--- config.mk ---
export PLATFORM = sky130hd
export DESIGN_NAME = count_zeros_sched
export DESIGN_NICKNAME = d
export VERILOG_FILES = /design/src/rtl/count_zeros_pkg.sv /design/src/rtl/count_zeros.sv /design/src/rtl/count_zeros_sched.sv
export SDC_FILE = /design/constraint.sdc
export NUM_CORES = 1
export LEC_CHECK = 0
export CORE_UTILIZATION = 56
export CTS_BUF_LIST = sky130_fd_sc_hd__clkbuf_4
export CTS_CLUSTER_SIZE = 16
export DETAILED_ROUTE_END_ITERATION = 8
export PLACE_DENSITY_LB_ADDON = 0.05
export SLEW_MARGIN = 20
export SYNTH_ARGS = -nofsm -noshare
export SYNTH_HDL_FRONTEND = slang
export SYNTH_SLANG_ARGS = --single-unit
--- constraint.sdc ---
create_clock -name clk -period 20.6 [get_ports clk]
set_clock_uncertainty 0.05 [all_clocks]
set_input_delay 2.06 -clock clk [delete_from_list [all_inputs] [get_ports clk]]
set_output_delay 2.06 -clock clk [all_outputs]
set_load 0.02 [all_outputs]
--- src/rtl/count_zeros_pkg.sv ---
// Shared types for the zero-count scheduler and its datapath unit.
package count_zeros_pkg;

  localparam int W         = 32;
  localparam int CNT_W     = 6;
  // Ids are stored at the widest supported requester count; the top slices
  // down to $clog2(N_REQ) on its output port.
  localparam int N_REQ_MAX = 8;
  localparam int ID_W      = $clog2(N_REQ_MAX);

  typedef logic [W-1:0]     w_t;
  typedef logic [CNT_W-1:0] w_cnt_t;
  typedef logic [ID_W-1:0]  req_id_t;

  typedef struct packed {
    req_id_t id;
    w_cnt_t  y;
  } rsp_t;

  // Number of zero bits in a word, 0..32.
  function automatic w_cnt_t zeros_of(w_t x);
    w_cnt_t n;
    n = '0;
    for (int i = 0; i < W; i++) begin
      if (!x[i]) n = n + w_cnt_t'(1);
    end
    return n;
  endfunction

endpackage

--- src/rtl/count_zeros.sv ---
// Zero-count unit: one word in, its zero count out one cycle later.
// Never stalls; valid_r follows pass with a synchronous reset.
module count_zeros
  import count_zeros_pkg::*;
(
  input  logic   clk,
  input  logic   rst,
  input  logic   pass,
  input  w_t     x,
  output w_cnt_t y,
  output logic   valid_r
);

  w_cnt_t y_q;
  logic   valid_q;

  // Capture the count of the word presented this cycle.
  always_ff @(posedge clk) begin
    if (pass) y_q <= zeros_of(x);
  end

  // Track which output cycles carry a fresh result.
  always_ff @(posedge clk) begin
    if (rst) valid_q <= 1'b0;
    else     valid_q <= pass;
  end

  assign y       = y_q;
  assign valid_r = valid_q;

endmodule

--- src/rtl/count_zeros_sched.sv ---
// Round-robin scheduler sharing one count_zeros unit among N_REQ requesters.
// A grant is only issued when the response FIFO is guaranteed to have room
// for it (queued + in-flight < depth), so the unit never has to stall.
module count_zeros_sched
  import count_zeros_pkg::*;
#(
  parameter int N_REQ     = 4,
  parameter int RSP_DEPTH = 4
) (
  input  logic                       clk,
  input  logic                       rst,
  input  logic [N_REQ-1:0]           req_valid,
  input  logic [N_REQ-1:0][W-1:0]    req_x,
  output logic [N_REQ-1:0]           req_ready,
  output logic                       rsp_valid,
  input  logic                       rsp_ready,
  output logic [$clog2(N_REQ)-1:0]   rsp_id,
  output logic [CNT_W-1:0]           rsp_y,
  output logic                       busy
);

  localparam int IDW = $clog2(N_REQ);
  localparam int PW  = $clog2(RSP_DEPTH);
  localparam int CW  = PW + 1;

  logic [IDW-1:0] rr_ptr_q, rr_ptr_d;
  logic           inflight_q;
  logic [IDW-1:0] id_q;
  logic [PW-1:0]  wr_ptr_q, rd_ptr_q;
  logic [CW-1:0]  cnt_q, cnt_d;
  rsp_t           mem_q [RSP_DEPTH];

  logic           credit_ok;
  logic           gnt_vld;
  logic [IDW-1:0] gnt_idx;
  w_t             unit_x;
  w_cnt_t         unit_y;
  logic           unused_unit_vld;
  logic           push, pop;
  rsp_t           head;

  // Registered values only: a pop this cycle frees its credit next cycle.
  assign credit_ok = (cnt_q + CW'(inflight_q)) < CW'(RSP_DEPTH);

  // Round-robin search from rr_ptr, wrapping; no grants while in reset.
  always_comb begin
    gnt_vld = 1'b0;
    gnt_idx = '0;
    if (credit_ok && !rst) begin
      for (int k = 0; k < N_REQ; k++) begin
        if (!gnt_vld && req_valid[(int'(rr_ptr_q) + k) % N_REQ]) begin
          gnt_vld = 1'b1;
          gnt_idx = IDW'((int'(rr_ptr_q) + k) % N_REQ);
        end
      end
    end
  end

  // One-hot ready and the next round-robin start point.
  always_comb begin
    req_ready = '0;
    rr_ptr_d  = rr_ptr_q;
    if (gnt_vld) begin
      req_ready[gnt_idx] = 1'b1;
      rr_ptr_d = (gnt_idx == IDW'(N_REQ - 1)) ? '0 : gnt_idx + IDW'(1);
    end
  end

  assign unit_x = req_x[gnt_idx];

  count_zeros u_cz (
    .clk     (clk),
    .rst     (rst),
    .pass    (gnt_vld),
    .x       (unit_x),
    .y       (unit_y),
    .valid_r (unused_unit_vld)
  );

  // Issue tracking: the word granted now has its count ready next cycle.
  always_ff @(posedge clk or posedge rst) begin
    if (rst) begin
      rr_ptr_q   <= '0;
      inflight_q <= 1'b0;
      id_q       <= '0;
    end else begin
      rr_ptr_q   <= rr_ptr_d;
      inflight_q <= gnt_vld;
      if (gnt_vld) id_q <= gnt_idx;
    end
  end

  assign push = inflight_q;
  assign pop  = rsp_valid & rsp_ready;

  // Occupancy: simultaneous push and pop cancel out.
  always_comb begin
    cnt_d = cnt_q;
    if (push && !pop)      cnt_d = cnt_q + CW'(1);
    else if (!push && pop) cnt_d = cnt_q - CW'(1);
  end

  // FIFO pointers and count; reset drops every queued result.
  always_ff @(posedge clk or posedge rst) begin
    if (rst) begin
      wr_ptr_q <= '0;
      rd_ptr_q <= '0;
      cnt_q    <= '0;
    end else begin
      if (push) wr_ptr_q <= wr_ptr_q + PW'(1);
      if (pop)  rd_ptr_q <= rd_ptr_q + PW'(1);
      cnt_q <= cnt_d;
    end
  end

  // Storage needs no reset; the count decides what is visible.
  always_ff @(posedge clk) begin
    if (push) mem_q[wr_ptr_q] <= '{id: req_id_t'(id_q), y: unit_y};
  end

  assign head      = mem_q[rd_ptr_q];
  assign rsp_valid = (cnt_q != '0);
  assign rsp_id    = rsp_valid ? head.id[IDW-1:0] : '0;
  assign rsp_y     = rsp_valid ? head.y : '0;
  assign busy      = inflight_q | rsp_valid;

  generate
    if (IDW < ID_W) begin : g_id_hi
      logic unused_id_hi;
      assign unused_id_hi = ^head.id[ID_W-1:IDW];
    end
  endgenerate

  a_no_overflow: assert property (@(posedge clk) disable iff (rst)
    !(push && cnt_q == CW'(RSP_DEPTH)));
  a_no_underflow: assert property (@(posedge clk) disable iff (rst)
    !(pop && cnt_q == '0));
  a_ready_onehot0: assert property (@(posedge clk) disable iff (rst)
    $onehot0(req_ready));
  a_ready_has_valid: assert property (@(posedge clk) disable iff (rst)
    (req_ready & ~req_valid) == '0);

endmodule
==> results.py <==
metrics = {
    "synthesis": {
        "synth_mux_area_share_pct": 6.273,
        "synth_seq_cells": 50,
        "synth_edf_count": 38,
        "ys_types": 102,
        "synthCells": 1084,
        "synth_xor_xnor_area_share_pct": 20.20,
        "yosys_most_used_dff": "edfxtp_1",
        "yosysTopAreaCell": "edfxtp_1",
        "synth_fa_ha_area_share_pct": 6.159,
        "yosysMostFrequentCell": "nand2_1",
        "syn_area_um2": 8776,
        "yosys-top-cells-area": "edfxtp_1 13%, xnor2_1 7.6%, ha_1 5.7%, nand2_1 5.4%, xor2_1 4.7%",
        "async_reset_ff_share_pct": 24.00,
        "yosysTopAreaCellShare_pct": 13.00,
        "synth_top_family_by_area": "simple AND/OR/NAND/NOR gates",
        "synth_fp_nets": 1260,
        "syn_area_per_cell_um2": 8.096,
        "synth-simple-area-share_pct": 23.17,
        "synth-compound-area-share_pct": 22.67,
        "ys_seq_area_share_pct": 16.42,
        "synthTopCellsByCount": "126 x nand2_1, 87 x nor2_1, 76 x xnor2_1",
        "yosys_warnings": 0,
    },
    "layout": {
        "nets": 1381,
        "multi_input_area_um2": 7003,
        "area_growth_pct": 20.33,
        "seqCellArea_um2": 1441,
        "drive_gt1_share_pct": 9.784,
        "n_fill_cell": 1278,
        "utilization_pct": 69.21,
    },
    "placement": {
        "dp_slack_ps": 467.8,
        "port_buffers": 148,
        "dp_hpwl_mm": 18.38,
        "gp_congestion": 0.9973,
    },
    "sta": {
        "worstMarginPinSlew_ps": 1076,
        "post-route-min-period_ps": 19420,
        "maxSlewViolCount": 0,
        "hold_viol": 0,
        "fmax_mhz": 51.48,
        "fin_crit_sh_pct": 94.29,
        "worst_slack_ps": 1177,
        "relSlewSlack_pct": 28.30,
        "setup_viol": 0,
    },
    "global_routing": {
        "grt_pass1_wl_mm": 38.32,
        "grtUsageTotal_pct": 28.99,
        "grt-ovfl-total": 0,
        "grt_max_degree": 47,
        "grt_pass1_vias": 7918,
        "antenna_found_initial": 1,
    },
    "clock_network": {
        "cts_tree": "yes",
        "clkLatencyLatePin_ps": 360,
        "clockBufferDepth": 2,
        "cts_htree_levels": 2,
        "cts_num_sinks": 50,
        "cts-root-buf": "clkbuf_4",
        "cts_buffers": 5,
        "path_clk_slew_ps": 140,
    },
    "drt": {
        "drt_first_pass_iters": 5,
        "routed_wl_mm": 23.61,
        "wl_per_cell_um": 16.65,
        "vias_per_cell": 6.079,
        "drc": 0,
        "drt-initial-drc-count": 601,
        "ant_nets": 0,
        "vias": 8620,
    },
    "outcome": {
        "status": "finished, final reports clean",
    },
    "die": {
        "die_x_um": 127.2,
        "core_um2": 15260,
        "io_pins": 149,
        "placementRows": 45,
        "initial_core_util_pct": 57.52,
        "die_area_um2": 16180,
        "chipHeight_um": 127.2,
    },
    "worst_setup_path": {
        "critPathMaxFanout": 6,
        "start_kind": "primary input",
        "rrSetupSlack_ps": 2600,
        "crit_type": "in -> reg",
        "endpoint_kind": "flip-flop",
        "crit_buf_inv": 7,
        "cp.arrival_ps": 19500,
        "crit_top_cell": "ha_1",
        "worstPathRequired_ps": 20670,
        "critical_path.top_delay_family": "adder cells",
        "slowest_delay_ps": 550,
        "critPathSlowestCell": "clkdlybuf4s50_1",
    },
    "job": {
        "drv_cap": 0,
    },
    "worst_hold_path": {
        "hold_path.class": "reg -> reg",
    },
}
==> worst paths after layout <==
kind,from,end,depth (start not counted)
max in group asynchronous,rst,id_q[1],2
worst max-delay path,req_valid[3],u_cz.y[4],95
min in group asynchronous,rst,rr_ptr_q[0],2
worst min register to register,u_cz.y[3],mem_q[1][3],0
worst min-delay path,u_cz.y[3],mem_q[1][3],0
worst max register to register,inflight_q,u_cz.y[4],94
==> sequential cells by signal, summed over array words and instances, names as in the netlist <==
signal,cells
mem_q,32
u_cz.y,6
cnt_q,3
id_q,2
rd_ptr_q,2
rr_ptr_q,2
wr_ptr_q,2
inflight_q,1
==> stage by stage <==
stage / TNS, ps / area, um2 / hold WS [ps] / std cells
floorplan: 0 / 8776 / 408.7 / 1084
global placement: 0 / 10340 / 430.4 / 1402
detailed placement: 0 / 10340 / 439.6 / 1402
CTS: 0 / 10400 / 472.5 / 1410
global route: -144.8 / 10560 / 498.3 / 1417
finish: 0 / 10560 / 481.1 / 1418
==> kinds of logic after synthesis <==
logic type               count (synthesis)
buffers and inverters                   97
adder cells (fa/ha/maj)                 43
multiplexers                            44
AND/OR/NAND/NOR                        412
AO/OA/AOI/OAI                          284
XOR/XNOR                               154
flip-flops                              50
==> cell usage in the layout (no fill, tap or decap), types with 12 or more instances in the layout <==
cell	synthesis	final
xor2_1	47	46
mux2i_1	28	28
edfxtp_1	38	38
inv_1	38	38
buf_4	2	18
nand2_1	126	126
clkdlybuf4s50_1	0	146
xnor3_1	12	12
nor2_1	87	86
nor3_1	28	27
ha_1	40	40
and3_1	21	21
and2_1	31	31
a211oi_1	23	23
a21oi_1	44	42
xnor2_1	76	76
a31oi_1	35	31
nand3_1	44	44
nand2b_1	16	16
dfrtp_1	12	12
o21ai_0	55	54
==> layout make-up <==
class                   count  share of cell area [%]
diodes                      1                 0.02370
clock buffers               5                  0.3555
clock inverters             3                  0.2014
inverters                  44                   1.600
multi-input cells         938                   66.32
flip-flops and latches     50                   13.65
well taps                 211                   2.500
repair buffers            166                   15.36
==> per-layer routing <==
metal | part of all wire, % | global-route usage, %
met3 | 7.2 | 3.141
met2 | 46 | 49.39
met4 | 1.7 | 6.373
met5 | 0 | 0
met1 | 45 | 39.71
==> timing repair <==
action,in CTS,in global routing
resized for setup,0,23
setup endpoints to repair,0,5
hold buffers,0,0
buffers inserted,0,6
Power is left out: the tool's default activity adds up to more than one toggle a clock period on the data nets, which glitch-free logic cannot reach.
